===== config.mk =====
export PLATFORM = sky130hd
export DESIGN_NAME = dma_xfer_buffer
export DESIGN_NICKNAME = d
export VERILOG_FILES = /design/src/rtl/dma_xfer_buffer.sv
export SDC_FILE = /design/constraint.sdc
export NUM_CORES = 1
export LEC_CHECK = 0
export ABC_AREA = 1
export BUFFER_PORTS_ARGS = -buffer_cell sky130_fd_sc_hd__buf_2
export CAP_MARGIN = 25
export CELL_PAD_IN_SITES_DETAIL_PLACEMENT = 0
export CELL_PAD_IN_SITES_GLOBAL_PLACEMENT = 1
export CORE_AREA = 2 2 76 78
export DETAILED_ROUTE_END_ITERATION = 10
export DIE_AREA = 0 0 78 80
export PLACE_DENSITY_LB_ADDON = 0.05
export SYNTH_ARGS = -nofsm -noshare
export SYNTH_HDL_FRONTEND = slang
export SYNTH_SLANG_ARGS = --single-unit

===== constraint.sdc =====
create_clock -name CLK -period 2.35 [get_ports CLK]
set_input_delay 0.235 -clock CLK [delete_from_list [all_inputs] [get_ports CLK]]
set_output_delay 0.235 -clock CLK [all_outputs]
set_load 0.1 [all_outputs]

===== src/rtl/dma_xfer_buffer.sv =====
// DMA copy engine: halts the core, reads LEN words from a source page into a DEPTH-entry buffer, drains them to DST_ADDR.
// Bus outputs decode from registered state (no input-to-output paths); rdy=0 freezes every non-idle state.

// Single-clock FIFO, head visible combinationally; caller guarantees no overflow/underflow.
module dma_fifo #(
  parameter int W     = 8,
  parameter int DEPTH = 1
) (
  input  logic                       CLK,
  input  logic                       n_RES,
  input  logic                       push,
  input  logic                       pop,
  input  logic [W-1:0]               wdata,
  output logic [W-1:0]               rdata,
  output logic [$clog2(DEPTH+1)-1:0] count
);
  localparam int PW = (DEPTH > 1) ? $clog2(DEPTH) : 1;
  localparam int CW = $clog2(DEPTH+1);

  logic [W-1:0]  mem [0:(1<<PW)-1];
  logic [PW-1:0] wr_ptr;
  logic [PW-1:0] rd_ptr;

  function automatic logic [PW-1:0] wrap_inc(input logic [PW-1:0] p);
    return (p == PW'(DEPTH-1)) ? '0 : p + PW'(1);
  endfunction

  always_ff @(posedge CLK) begin
    if (push) mem[wr_ptr] <= wdata;
  end

  always_ff @(posedge CLK or negedge n_RES) begin
    if (!n_RES) begin
      wr_ptr <= '0;
      rd_ptr <= '0;
      count  <= '0;
    end else if (push) begin
      wr_ptr <= wrap_inc(wr_ptr);
      count  <= count + CW'(1);
    end else if (pop) begin
      rd_ptr <= wrap_inc(rd_ptr);
      count  <= count - CW'(1);
    end
  end

  assign rdata = mem[rd_ptr];
endmodule

module dma_xfer_buffer #(
  parameter int            DW       = 8,
  parameter int            AW       = 16,
  parameter int            LEN      = 256,
  parameter int            DEPTH    = 1,
  parameter logic [AW-1:0] DST_ADDR = 16'h2004
) (
  input  logic          CLK,
  input  logic          n_RES,
  input  logic          start,
  input  logic [AW-9:0] src_page,
  input  logic          rdy,
  input  logic          odd,
  input  logic [DW-1:0] din,
  output logic [AW-1:0] addr,
  output logic [DW-1:0] dout,
  output logic          drive_en,
  output logic          rnw,
  output logic          halt,
  output logic          busy,
  output logic          done
);
  localparam int CW  = $clog2(LEN+1);
  localparam int PGW = AW - 8;
  localparam int FCW = $clog2(DEPTH+1);

  typedef enum logic [2:0] {IDLE, HALT, ALIGN, READ, WRITE} state_t;

  state_t         state;
  state_t         state_nxt;
  logic [PGW-1:0] page;
  logic [CW-1:0]  rd_cnt;
  logic [CW-1:0]  wr_cnt;
  logic [FCW-1:0] fcnt;
  logic [DW-1:0]  head;
  logic           push;
  logic           pop;
  logic           rd_last;
  logic           wr_last;
  logic           fill_last;
  logic           drain_last;

  assign push       = (state == READ)  && rdy;
  assign pop        = (state == WRITE) && rdy;
  assign rd_last    = (rd_cnt == CW'(LEN-1));
  assign wr_last    = (wr_cnt == CW'(LEN-1));
  // Phase switches look at the count the push/pop is about to produce.
  assign fill_last  = (fcnt == FCW'(DEPTH-1));
  assign drain_last = (fcnt == FCW'(1));

  dma_fifo #(.W(DW), .DEPTH(DEPTH)) u_fifo (
    .CLK   (CLK),
    .n_RES (n_RES),
    .push  (push),
    .pop   (pop),
    .wdata (din),
    .rdata (head),
    .count (fcnt)
  );

  always_ff @(posedge CLK or negedge n_RES) begin
    if (!n_RES) state <= IDLE;
    else        state <= state_nxt;
  end

  always_comb begin
    state_nxt = state;
    unique case (state)
      IDLE:  if (start) state_nxt = HALT;
      HALT:  if (rdy) state_nxt = odd ? ALIGN : READ;
      ALIGN: if (rdy) state_nxt = READ;
      READ:  if (rdy && (fill_last || rd_last)) state_nxt = WRITE;
      WRITE: begin
        if (rdy) begin
          if (wr_last)         state_nxt = IDLE;
          else if (drain_last) state_nxt = READ;
        end
      end
      default: state_nxt = IDLE;
    endcase
  end

  always_comb begin
    addr     = '0;
    dout     = '0;
    rnw      = 1'b1;
    drive_en = 1'b0;
    case (state)
      HALT, ALIGN, READ: addr = {page, PGW'(rd_cnt)};
      WRITE: begin
        addr     = DST_ADDR;
        rnw      = 1'b0;
        drive_en = 1'b1;
        dout     = head;
      end
      default: ;
    endcase
  end

  assign busy = (state != IDLE);
  assign halt = busy;

  always_ff @(posedge CLK or negedge n_RES) begin
    if (!n_RES) begin
      page   <= '0;
      rd_cnt <= '0;
      wr_cnt <= '0;
      done   <= 1'b0;
    end else begin
      done <= pop && wr_last;
      if ((state == IDLE) && start) begin
        page   <= src_page;
        rd_cnt <= '0;
        wr_cnt <= '0;
      end
      if (push) rd_cnt <= rd_cnt + CW'(1);
      if (pop)  wr_cnt <= wr_cnt + CW'(1);
    end
  end
endmodule

# [Yosys cells after proc, flatten, opt, wreduce, memory -nomap -nowiden]
# Memories as Yosys holds them, arrays and structs flattened.
# Cells that the tools add are included.
[classes] add_sub_neg=6 n_reduce_logical=14 mux=22 bitwise=2 n_eq_ne=12
[op_table] operator="one-hot mux 16 bit (2 select lines)" count=1
[op_table] operator="2-to-1 mux 9 bit" count=3
[op_table] operator="2-to-1 mux 3 bit" count=7
[op_table] operator="adder 9 x 1 -> 9 bit (second input constant)" count=2
[op_table] operator="equality test 9 x 8 -> 1 bit (second input constant)" count=2
[op_table] operator="one-hot mux 3 bit (5 select lines)" count=1
[op_table] operator="2-to-1 mux 1 bit" count=9
[op_table] operator="2-to-1 mux 8 bit" count=1
[op_table] operator="!= test 2 bit (second input constant)" count=4
[op_table] operator="equality test 3 x 2 -> 1 bit (second input constant)" count=2
[op_table] operator="AND reduction 6 bit" count=1
[op_table] operator="nonzero test 2 bit" count=3
[op_table] operator="logical AND 1 bit" count=5
[op_table] operator="adder 1 bit (second input constant)" count=3
[op_table] operator="equality test 3 x 1 -> 1 bit (second input constant)" count=1
[op_table] operator="equality test 3 bit (second input constant)" count=1
[op_table] operator="zero test 3 bit" count=1
[op_table] operator="!= test 3 x 2 -> 1 bit (second input constant)" count=1
[op_table] operator="nonzero test 3 bit" count=1
[op_table] operator="OR reduction 3 bit" count=1
[op_table] operator="!= test 2 x 1 -> 1 bit (second input constant)" count=1
[op_table] operator="NOT 1 bit" count=2
[op_table] operator="AND reduction 2 bit" count=1
[op_table] operator="logical OR 1 bit" count=1
[op_table] operator="subtractor 1 bit (second input constant)" count=1
[totals] out_inout_bits=29 ram_bits=16 elab_cells=65 mem_count=1 register_bits=33 input_bits=21
[memory_table] memory="u_fifo.mem" words=2 word_bits=8 rd=1 rd_clocked_by_memory_dff=0 write_ports=1 line_no="20" source="logic [W-1:0] mem [0:(1<<PW)-1];"

# [Logic depth before layout (Yosys ltp)]
# Gate-level depths: netlist of run 1.
[depth] ltp_word=5 ltp_mapped=13

# [Hierarchy]
# From an unflattened synthesis of run 1, not the netlist that was laid out.
[unflattened] cells_unflattened=238 hier_area_um2=1973.1
[by_module_without_submodules] mod="dma_xfer_buffer" area_per_inst_um2=1687.9 n_inst=1 seq_area_each_um2=750.7 cells_per_inst=224
[by_module_without_submodules] mod="dma_fifo" area_per_inst_um2=285.3 n_inst=1 seq_area_each_um2=265.3 cells_per_inst=14

# [Least setup slack after synthesis of run 1]
# OpenSTA, ideal clock, no wires.
[synth_path] path_type="register -> output" start="register state[2]" end="output addr[2]" arrival_ns=2.902 path_stages_with_launch=5 slack_ns=-0.787 n_path_buf=1 required_time_ns=2.115 path_cell_list="dfrtp_1 buf_2 nor2_1 inv_1 o21ai_0"
[synth_via] elab_chain_cells=3 elab_cells_between_ends=6
[synth_lines] item="start: declaration" line_no="77" source="state_t state;"
[synth_lines] item="start signal: assignment" line_no="111" source="else state <= state_nxt;"
[synth_lines] item="equality test 3 x 2 -> 1 bit / equality test 3 x 1 -> 1 bit (equally long branches)" line_no="136" source="case (state)"
[synth_lines] item="OR reduction 3 bit" line_no="136"
[synth_lines] item="one-hot mux 16 bit (2 select lines) (*)" line_no="136"
[synth_lines] item="end: declaration" line_no="63" source="output logic [AW-1:0] addr,"
# Mark *: on every way between the ends. The rest lies on a longest branch, timed or not.

# [Final worst setup path of run 1]
[layout_path] start="register state[0]" end="output addr[4]"
# The elaborated chain is that of the path after synthesis.

==> impl.org, run 1 <==
** Finish
- At the end of the flow, the number of nets in the layout was around 320.
- In the final layout, the share of cells above drive strength 1 is 29.5%.
- Cells fill 46.9% of the core in the end.
- Commonest cells after routing, fill and taps aside :: 39 x sky130_fd_sc_hd__inv_1, 39 x sky130_fd_sc_hd__nand2_1, 35 x sky130_fd_sc_hd__buf_2
- 0 antenna diodes ended up in the layout.
- The finished cells cover 2530 µm².
- Synthesis-to-layout area growth :: 27.1%

** STA
- Setup violations remaining at the end of the flow were counted as 0.
- Maximum frequency from static timing analysis :: 443 MHz
- Endpoints failing hold :: 31
- Slew at the pin closest to its max-slew limit :: 0.703 ns
- Slew Viols, Final :: 0
- Crit path time final :: 2.26 ns
- Setup repair after global routing left no endpoint under its margin.
- Clock Skews :: 0.00936 ns
- After layout, the worst path uses 96.1% of the clock period.
- On the final layout, the worst hold slack is -0.0163 ns.
- In this run the tightest slew margin relative to its limit is between 50% and 60%.

** Drt
- Sum of met3 wire segment lengths after detailed routing :: 219 µm
- Wire length after detailed routing :: about 4100 µm
- Once detail routing completed, the nets flagged for antenna violations numbered 0.
- Total met2 wirelength after detailed routing :: 1800 µm
- Routed vias/inst :: approximately 4.5
- DRC violation total after the first TritonRoute iteration :: 36
- For this block, the via count after detailed routing is between 1500 and 2000.
- For this run, the detailed router's first-pass iteration total came to 4.
- Highest layer used for signal routing :: met4
- In the final routing, the length of wire on met1 measures 1970 µm.
- Average wire per standard cell :: 11.0 µm
- In the routed design, unresolved DRC markers number 0.

** CTS
- Hold_buf cts :: 0
- CTS tree :: done
- Maximum buffer depth of the clock tree :: 2
- The clock tree synthesis step divided the H-tree into 2 levels.
- Number of CTS-inserted buffers :: 5
- Total number of clock tree sinks :: 39
- Clock Tree Root :: sky130_fd_sc_hd__clkbuf_8
- Clock latency on the worst-skew pair, taken at its later pin, is 0.30 ns.
- Clock-pin slew was measured on the worst setup and hold paths at 0.08 ns.

** Placement
- The congestion estimate from routability-driven global placement came to around 0.77.
- Buffers added on ports :: just under 50
- Post-detailed-placement cell area :: 2340 µm²
- After legalization and detailed placement, the total HPWL measured between 2000 and 3000 µm.

** Yosys
- In this run the mean area of a mapped cell was approximately 8.3 µm².
- Sequential cells were found to cover 51.0% of the synthesized design area.
- Summing every instance area after synthesis gives 1990 µm².
- Portion of synthesized cell area occupied by the leading cell type :: 38.9%
- Synth Net Count :: between 200 and 300
- The synthesized netlist contains 30 unique library cells.
- Counting flops and latches in the post-synthesis netlist gives 39.
- The cell count after synthesis came out at between 200 and 250.
- The biggest area contributor in the post-synthesis netlist is sky130_fd_sc_hd__dfrtp_1.
- Synthesis Warnings :: 0
- Top post-synthesis cells by area :: sky130_fd_sc_hd__dfrtp_1 39%, sky130_fd_sc_hd__edfxtp_1 12%, sky130_fd_sc_hd__nor2_1 8.3%

** Die
- Initial core utilization :: roughly 37%
- Y dimension of the die :: 80 µm
- Area of the die :: 6240 µm²
- Standard cell core area :: 5410 µm²
- Horizontal die dimension :: 78 µm
- I/O pin total :: 50
- Row generation in the floorplan step produced 27 rows.

** Power and ir drop
- Net switching power :: 2040 µW
- Switching part of the total power :: 54.5%
- In this run, the combinational gates consume 57.2% of the power.
- Power spread over the standard cell area amounts to between 1000 and 1500 nW/µm².
- Cell internal power was estimated by the tool at 1700 µW.
- Summed over all cells, the static leakage comes to 0.00127 µW.
- Per report_power, the clock group accounts for 17.9% of the total.
- Across the VDD grid, the largest voltage drop is 1.07 mV.
- Registers are responsible for around a quarter of the overall power.

** Global routing
- Wire length of the first global-routing pass :: roughly 7000 µm
- Gr ovfl total :: 0
- Combined global-route utilization of all metal layers :: 14.4%
- The via count of the first global-routing pass came to 1547.
- Largest net degree at the start of global routing :: 32
- The initial antenna violation count came to 0.

** Worst setup path
- Cell family with most CP delay :: buffers and inverters
- Data arrives at the worst endpoint at 2.02 ns.
- Crit Path Class :: flop to output pin
- CP peak stage delay :: 0.48 ns
- Of all nets on the critical path, the largest fanout is 15.
- Together, buffers and inverters on the worst path number 3.
- Cell chain of the critical path :: nor2_4 -> nor2_1 -> clkinvlp_4 -> buf_12 -> nor2_2 -> buf_2
- Required @ worst endpoint :: about 2.1 ns
- STA classifies the critical path endpoint as an output pin.
- Nature of the critical path startpoint :: flop
- The slowest stage of the critical path is the sky130_fd_sc_hd__dfrtp_1 cell.

** Hold path
- Worst min-delay path category :: input pin to asynchronous set/reset pin

** Outcome
- Violations in the final reports :: negative hold slack
- The run finished, with violations left.

** Job
- Count of maximum capacitance violations :: 0
==> layout make-up <==
cell class / instances / area, µm²
inverter: 42 / 161
sequential: 39 / 1020
timing repair buffer: 53 / 323
clock inverter: 2 / 60.1
clock buffer: 6 / 72.6
multi-input combinational: 153 / 810
tap: 72 / 90.1
fill: 571 / 2870
==> per-stage QoR <==
| stage | power (µW) | hold slack (ns) | TNS [ns] | worst slack (ns) | instances |
|---|---|---|---|---|---|
| after floorplan | 2700 | -0.0606 | -1.85 | -0.458 | 241 |
| after global placement | 3000 | 0.335 | 0 | 0.223 | 358 |
| after detailed placement | 3000 | 0.337 | 0 | 0.240 | 358 |
| after CTS | 3680 | 0.0117 | 0 | 0.0000127 | 366 |
| after global routing | 3930 | 0.0406 | 0 | 0.00172 | 367 |
| final | 3740 | -0.0163 | 0 | 0.0914 | 367 |
==> state kept, by name (all words and copies together), names as in the netlist <==
name,cells
rd_cnt,9
wr_cnt,9
page,8
state,3
u_fifo.mem,8
done,1
u_fifo.count,1
==> cell families after synthesis <==
family          share of synthesized area [%]
xor+xnor                                 2.13
flops                                    51.0
compound gates                           7.66
mux                                     0.565
fa+ha+maj                                2.51
simple gates                             26.1
buf+inv                                  10.0
==> worst reg2reg max path, stage by stage, from the launching register on <==
cell and delay (ns):
sky130_fd_sc_hd__dfrtp_1 0.37, sky130_fd_sc_hd__ha_1 0.19, sky130_fd_sc_hd__nand3_1 0.11, sky130_fd_sc_hd__nor2_1 0.14, sky130_fd_sc_hd__nand3_1 0.11, sky130_fd_sc_hd__nor2_1 0.11
sky130_fd_sc_hd__ha_1 0.15, sky130_fd_sc_hd__inv_1 0.05, sky130_fd_sc_hd__nand3_1 0.11, sky130_fd_sc_hd__nor2_1 0.05, sky130_fd_sc_hd__nor2_1 0.21, sky130_fd_sc_hd__nand2_1 0.13
sky130_fd_sc_hd__nand2_1 0.08, sky130_fd_sc_hd__nand2_1 0.05
==> routing by layer <==
| layer | GRT usage, % | vias to the layer above |
|---|---|---|
| li1 | - | 862 |
| met1 | 18.3 | 739 |
| met4 | 5.79 | 0 |
| met5 | 0 | - |
| met2 | 23.4 | 42 |
| met3 | 3.73 | 5 |
==> cell usage after synthesis, drive strengths merged <==
cell and count:
nand2 43, edfxtp 8, xnor2 1, nand3 21
inv 42, o211ai 1, a21oi 10, o21ai 12
clkbuf 1, xor2 3, dfrtp 31, nand3b 1
nand4 2, mux2 1, buf 6, nor3 3
ha 4, o22ai 5, nor2 46
==> worst paths after layout <==
check	startpoint	to	slack (ns)	cells after the start
max reg2reg	wr_cnt[0]	state[1]	0.41	13
min reg2reg	page[5]	page[5]	0.52	1
max in group asynchronous	n_RES	wr_cnt[2]	1.91	1
max	state[0]	addr[4]	0.09	6
min	n_RES	page[3]	-0.02	1
min in group CLK	din[0]	u_fifo.mem[0][0]	0.11	1
==> what timing repair did <==
action                     in CTS  in global routing
hold endpoints to repair        0                  0
gates resized for setup         2                 13
setup endpoints to repair       2                 14
setup buffers                   0                  1
==> power by group through the flow <==
stage / clock [µW] / sequential, µW / combinational [µW]
after CTS: 688 / 933 / 2060
after global routing: 711 / 947 / 2280
final: 668 / 932 / 2140
after detailed placement: 0 / 946 / 2050
after floorplan: 0 / 925 / 1770
after global placement: 0 / 947 / 2050
Note: power is estimated with default switching activity, not from simulation.
==> run 2: changes to the inputs <==
BUFFER_PORTS_ARGS = default   (was -buffer_cell sky130_fd_sc_hd__buf_2)
CORE_AREA = 2 2 74 76   (was 2 2 76 78)
DIE_AREA = 0 0 76 78   (was 0 0 78 80)
DONT_BUFFER_PORTS = 1   (was default)
==> impl.org, run 2 (same netlist as run 1, synthesis figures left out) <==
** STA
- Share of the clock period used by the worst path :: between 90 and 100%
- On the final layout, the worst clock skew is around 0.0069 ns.
- The final hold violation count is 0.
- Measured against its own limit, the worst slew margin works out to 41.8%.
- Adding up every negative setup slack in the final design gives 0 ns.
- Setup violations remaining at the end of the flow were counted as 0.
- Crit path time final :: 2.15 ns
- For the pin with the worst max-slew slack, the measured transition is 0.874 ns.
- Maximum frequency from static timing analysis :: 465 MHz
- RSZ-0062 raised after global routing :: no
- The max-slew violation total from the final report came to 0.

** Worst setup path
- Crit path buffers/inverters :: 3
- The worst setup path is launched from a flop.
- The critical path is of the flop to output pin type.
- Element type at the critical path end :: output pin
- Cell family with most CP delay :: buffers and inverters
- For this run, the slowest stage of the critical path takes 0.52 ns.
- The critical path goes through nor2_1 -> clkinvlp_4 -> buf_12 -> nor2_2 -> buf_4.
- Along the worst path, the maximum fanout reaches 14.
- STA puts the critical path data required time at 2.12 ns.
- The slowest stage of the critical path is the sky130_fd_sc_hd__dfrtp_1 cell.
- Data arrives at the worst endpoint at 1.92 ns.

** Drt
- Average wire per standard cell :: 11.5 µm
- For this block, the initial DRC count from the detailed router was 90.
- Wire length after detailed routing :: 3930 µm
- Antenna-violating nets left :: 0
- The final route contains 1580 vias.
- The first detailed-routing pass ran for 4 iterations.
- DR DRC count :: 0
- Routed vias/inst :: roughly 4.6

** Outcome
- Status :: complete, no violations

** Finish
- Inserted Diodes :: 0
- Fill cells in the final layout number 494.
- Net total in the final layout :: around 300
- Registers take 1020 µm².
- Synthesis-to-layout area growth :: 22.8%
- The finished cells cover 2450 µm².
- In the layout the commonest cells are 39 x sky130_fd_sc_hd__inv_1, 38 x sky130_fd_sc_hd__nand2_1, 31 x sky130_fd_sc_hd__dfrtp_1.
- The largest registers in the layout are rd_cnt x9, wr_cnt x9.
- Measured on the finished design, the core utilization comes to 48.5%.
- Leading cell type in the layout, fill and taps excluded :: sky130_fd_sc_hd__inv_1
- In the final layout, the share of cells above drive strength 1 is 27.5%.
- Summing all multi-input logic gate instances after layout gives 841 µm².

** Power and ir drop
- Static power due to leakage :: 0.00117 µW
- Pwr dens :: 1450 nW/µm²
- Clock power share :: 12.0%
- Per report_power, the sequential group accounts for 26.7% of the total.
- Max rail drop VDD :: 1.01 mV
- Internal power comes to approximately 1500 µW.
- Net switching is between 50% and 60% of the power.
- Net switching power :: 2030 µW
- Tot Pwr :: between 3000 and 4000 µW
- Logic pwr share :: 61.3%

** Placement
- Once placement finished, the instance area stood at around 2300 µm².
- Final estimated routing congestion in global placement :: just over 0.8
- The wire-length estimate of the detail-placed layout is 2800 µm.
- Buffers added on ports :: 0

** Hold path
- Worst min-delay path category :: input pin to flop

** CTS
- Maximum buffer depth of the clock tree :: 2
- Clock-pin slew was measured on the worst setup and hold paths at 0.08 ns.
- Clk Latency, worst-skew pair :: 0.29 ns
- In this run, CTS created clock tree buffers numbering 5.
- The cell sitting at the root of the clock tree is a sky130_fd_sc_hd__clkbuf_8.
- TritonCTS built the clock tree.
- The clock drives 39 sinks.
- Number of H-tree branching levels :: 2

** Die
- Standard cell core area :: 5040 µm²
- Area of the die :: 5930 µm²
- Y dimension of the die :: between 70 and 80 µm
- Horizontal die dimension :: 76 µm
- Initial core utilization :: around two fifths
- Pin placement for this block handled 50 I/O pins.
- Cell row count :: 26

** Global routing
- Largest net degree at the start of global routing :: 32
- The initial antenna violation count came to 0.
- Wire length of the first global-routing pass :: 7100 µm
- Gr ovfl total :: 0
- For this run, the total global-route usage over all layers was measured as ~15%.
- The via count of the first global-routing pass was between 1500 and 2000.

** Job
- The tool flagged a number of max-cap violations equal to 0.
==> run 2: final timing paths <==
check	cells after the start	startpoint	slack, ns	end
setup / recovery	5	state[2]	0.20	addr[6]
setup reg to reg	13	wr_cnt[0]	0.39	state[2]
min in group asynchronous	2	n_RES	0.41	rd_cnt[4]
max in group asynchronous	2	n_RES	1.77	wr_cnt[8]
hold reg to reg	1	page[5]	0.51	page[5]
hold / removal	0	din[0]	0.04	u_fifo.mem[0][0]
==> run 2: metal layers <==
metal  part of all wire (%)  track usage, %  wire [µm]
met5                      0               0          0
met4                    1.5            6.55         58
met3                    5.3            3.95        208
met2                     45            23.6       1780
met1                     48            19.3       1890
==> run 2: cell type report <==
type / instances / area share [%]
inverter: 42 / 6.60
sequential: 39 / 41.5
multi-input combinational: 153 / 34.4
tap: 70 / 3.58
clock inverter: 2 / 0.358
clock buffer: 6 / 2.97
timing repair buffer: 31 / 10.6
==> run 2: per-stage QoR <==
| stage | cells | hold slack (ns) | setup slack, ns |
|---|---|---|---|
| 3_5_place_dp | 332 | -0.0601 | 0.333 |
| 2_1_floorplan | 241 | -0.0606 | -0.458 |
| 6_report | 343 | 0.0369 | 0.198 |
| 5_1_grt | 343 | 0.0160 | 0.0838 |
| 4_1_cts | 342 | 0.0261 | 0.0978 |
| 3_3_place_gp | 332 | -0.0599 | 0.381 |
==> run 2: worst register-to-register path, delay by kind of cell (launching register included) <==
kind / cells / cell delay, ns
and+or+nand+nor: 10 / 1.08
adders and majority gates: 2 / 0.35
buffers and inverters: 1 / 0.05
DFF: 1 / 0.38
==> run 2: power by group through the flow <==
stage                     combinational (µW)  clock, µW  sequential (µW)
after floorplan                         1770          0              925
after global placement                  2080          0              951
after detailed placement                2100          0              958
after CTS                               2120        449              945
after global routing                    2310        478              970
final                                   2170        426              944
==> run 2: repair_timing <==
action / 4_1_cts / 5_1_grt
hold buffers: 2 / 0
endpoints found under the hold margin: 31 / 0
endpoints found under the setup margin: 0 / 2
setup buffers: 0 / 1
gates resized for setup: 0 / 2
==> run 3: changes to the inputs <==
CORE_AREA = 2 2 70 72   (was 2 2 74 76)
DIE_AREA = 0 0 72 74   (was 0 0 76 78)
SLEW_MARGIN = 20   (was default)
==> impl.org, run 3 (same netlist as run 1, synthesis figures left out) <==
** STA
- Maximum frequency from static timing analysis :: 467 MHz
- Worst hold slack :: 0.0410 ns
- Crit path time final :: around 2.1 ns
- Setup violations remaining at the end of the flow were counted as 0.
- Endpoints failing hold :: 0
- Across the routed clock network, the largest skew measured is 0.00259 ns.
- The worst pin sits at a relative slew slack of ~43%.
- Setup repair after global routing left no endpoint under its margin.
- Slew at the pin closest to its max-slew limit :: 0.862 ns
- Dividing the final minimum period by the clock period gives 91.2%.
- Slew Viols, Final :: 0

** Drt
- Antenna-violating nets left :: 0
- For this run, design rule violations remaining after detail routing come to 0.
- For this block, the via count after detailed routing is 1606.
- Average wire per standard cell :: between 10 and 15 µm
- Wire length after detailed routing :: 4010 µm
- Before antenna repair, the detailed router went through 4 iterations.
- In the routed layout, each cell is associated on average with a via count of 4.90.
- For this block, the initial DRC count from the detailed router was 58.

** Finish
- Final cell count without fillers :: 328
- Fillcell total :: 447
- After routing the design area is 2460 µm².
- The area growth from synthesis to layout is 23.4%.
- Summing all flip-flop and latch instances after layout gives 1020 µm².
- Total area of multi-input combinational cells :: 838 µm²
- Leaving out fill and tap cells, the most frequent cell in the layout is sky130_fd_sc_hd__inv_1.
- Share of cells above drive strength 1 :: 27.7%
- In the final layout, the registers with the most flip-flops are rd_cnt x9, wr_cnt x9.
- Inserted Diodes :: 0
- Net total in the final layout :: 298
- Commonest cells after routing, fill and taps aside :: 39 x sky130_fd_sc_hd__inv_1, 38 x sky130_fd_sc_hd__nand2_1, 31 x sky130_fd_sc_hd__dfrtp_1

** CTS
- The H-tree was split into 2 levels.
- Number of CTS-inserted buffers :: 5
- No sink is reached through more buffers than the 2 on the longest clock path.
- Clock Tree Root :: sky130_fd_sc_hd__clkbuf_8
- TritonCTS built the clock tree.
- Clk Latency, worst-skew pair :: 0.28 ns
- The clock drives 39 sinks.
- Clock input transition at the sequential cells of the worst setup and hold paths :: 0.07 ns

** Job
- The tool flagged a number of max-cap violations equal to 0.

** Global routing
- The via count of the first global-routing pass is 1485.
- Wire length of the first global-routing pass :: about 6800 µm
- Gr ovfl total :: 0
- The initial antenna violation count is 0.
- Combined global-route utilization of all metal layers :: 16.4%
- Largest net degree at the start of global routing :: 32

** Hold path
- The path class of the tightest hold or removal check is input pin to flop.
- Number of stages on the worst hold path :: 0
- The worst hold path begins at din[7].

** Power and ir drop
- In this run the power density over the cells is 1490 nW/µm².
- Clock power share :: 14.7%
- Tot Pwr :: 3650 µW
- Logic pwr share :: between 50% and 60%
- Share of total power in sequential cells :: 25.9%
- Net switching power :: between 2000 and 2500 µW
- Internal power :: 1610 µW
- Static power due to leakage :: roughly 0.0012 µW
- In this run switching power makes up 55.9% of total power.
- VDD sags by at most 1.11 mV.

** Die
- Y dimension of the die :: 74 µm
- Cell row count :: 25
- Measured along the x axis, the die boundary spans 72 µm.
- The die covers about 5300 µm².
- The floorplan step defined a core boundary enclosing about 4600 µm².
- I/O pin total :: 50
- For this configuration, the core starts out at a cell density of 43.3%.

** Worst setup path
- Required @ worst endpoint :: around 2.1 ns
- The critical path is of the flop to output pin type.
- Cell chain of the critical path :: nor2_1 -> clkinvlp_4 -> buf_12 -> o21ai_2 -> buf_4
- On the critical path, the stage with the largest delay is an instance of sky130_fd_sc_hd__dfrtp_1.
- Cell count of the worst reg-to-reg path :: 13
- Data arrives at the worst endpoint at 1.91 ns.
- Element type at the critical path end :: output pin
- The most critical setup path has its startpoint at state[2].
- Nature of the critical path startpoint :: flop
- Startpoint of the most critical register-to-register path :: wr_cnt[0]
- For this run, the slowest stage of the critical path takes ~0.53 ns.
- Maximum fanout count along the critical path :: 15

** Placement
- Counting tap cells, the placed design contains a total of 317 instances.
- Buffers placed on the I/O ports in this run total 0.
- Post-detailed-placement cell area :: ~2300 µm²
- Final estimated routing congestion in global placement :: ~0.8
- Post-detailed-placement half-perimeter wirelength :: 2910 µm

** Outcome
- The flow ran to the end, and the final reports show no timing, DRC or antenna violations.
-- run 3: cell count changes in the layout (fill, tap and decap cells not counted) --
cell / change
sky130_fd_sc_hd__clkbuf_1: -1
sky130_fd_sc_hd__nor2_1: +1
sky130_fd_sc_hd__bufinv_16: +1
sky130_fd_sc_hd__buf_4: +1
sky130_fd_sc_hd__nor2_2: -1
-- run 3: what timing repair did --
item / CTS / global route
setup endpoints to repair: 0 / 1
hold buffers: 2 / 0
resized for setup: 0 / 1
hold endpoints to repair: 31 / 0
buffers inserted: 0 / 1
-- run 3: area by class of cell --
cell class,count,area share [%]
timing repair buffer,32,10.9
tap,54,2.75
clock inverter,3,1.58
inverter,42,6.56
multi-input combinational,153,34.1
sequential,39,41.3
clock buffer,5,2.80
-- run 3: path summary, 6_finish.rpt --
| kind | to | slack (ns) |
|---|---|---|
| worst max-delay path | addr[2] | 0.21 |
| worst min-delay path | u_fifo.mem[0][7] | 0.04 |
| worst max register to register | state[2] | 0.31 |
| worst min register to register | page[5] | 0.51 |
| max in group asynchronous | wr_cnt[8] | 1.80 |
| min in group asynchronous | rd_cnt[1] | 0.38 |
-- run 3: per-layer routing --
metal	GRT usage, %	up-vias	routed length (µm)
met3	4.74	2	243
met5	0	-	0
met1	20.4	741	1820
met2	27.9	46	1920
met4	5.24	0	17
li1	-	817	-
-- run 3: metrics by stage --
step / setup TNS (ns) / worst slack (ns) / utilization (%)
6_report: 0 / 0.207 / 53.5
2_1_floorplan: -1.85 / -0.458 / -
3_3_place_gp: 0 / 0.369 / 50.0
5_1_grt: 0 / 0.0998 / 53.5
3_5_place_dp: 0 / 0.376 / 50.0
4_1_cts: 0 / 0.0915 / 53.0
-- run 3: worst max-delay path: cells and delay by family (launching register included) --
family,cells,cell delay (ns)
AND/OR/NAND/NOR,1,0.34
AO/OA/AOI/OAI,1,0.10
buffers and inverters,3,0.64
flip-flops,1,0.53
-- run 3: power by group through the flow --
stage / clock [µW] / combinational, µW / sequential (µW)
6_report: 536 / 2170 / 945
5_1_grt: 591 / 2290 / 968
3_3_place_gp: 0 / 2090 / 953
2_1_floorplan: 0 / 1770 / 925
3_5_place_dp: 0 / 2110 / 961
4_1_cts: 563 / 2130 / 947
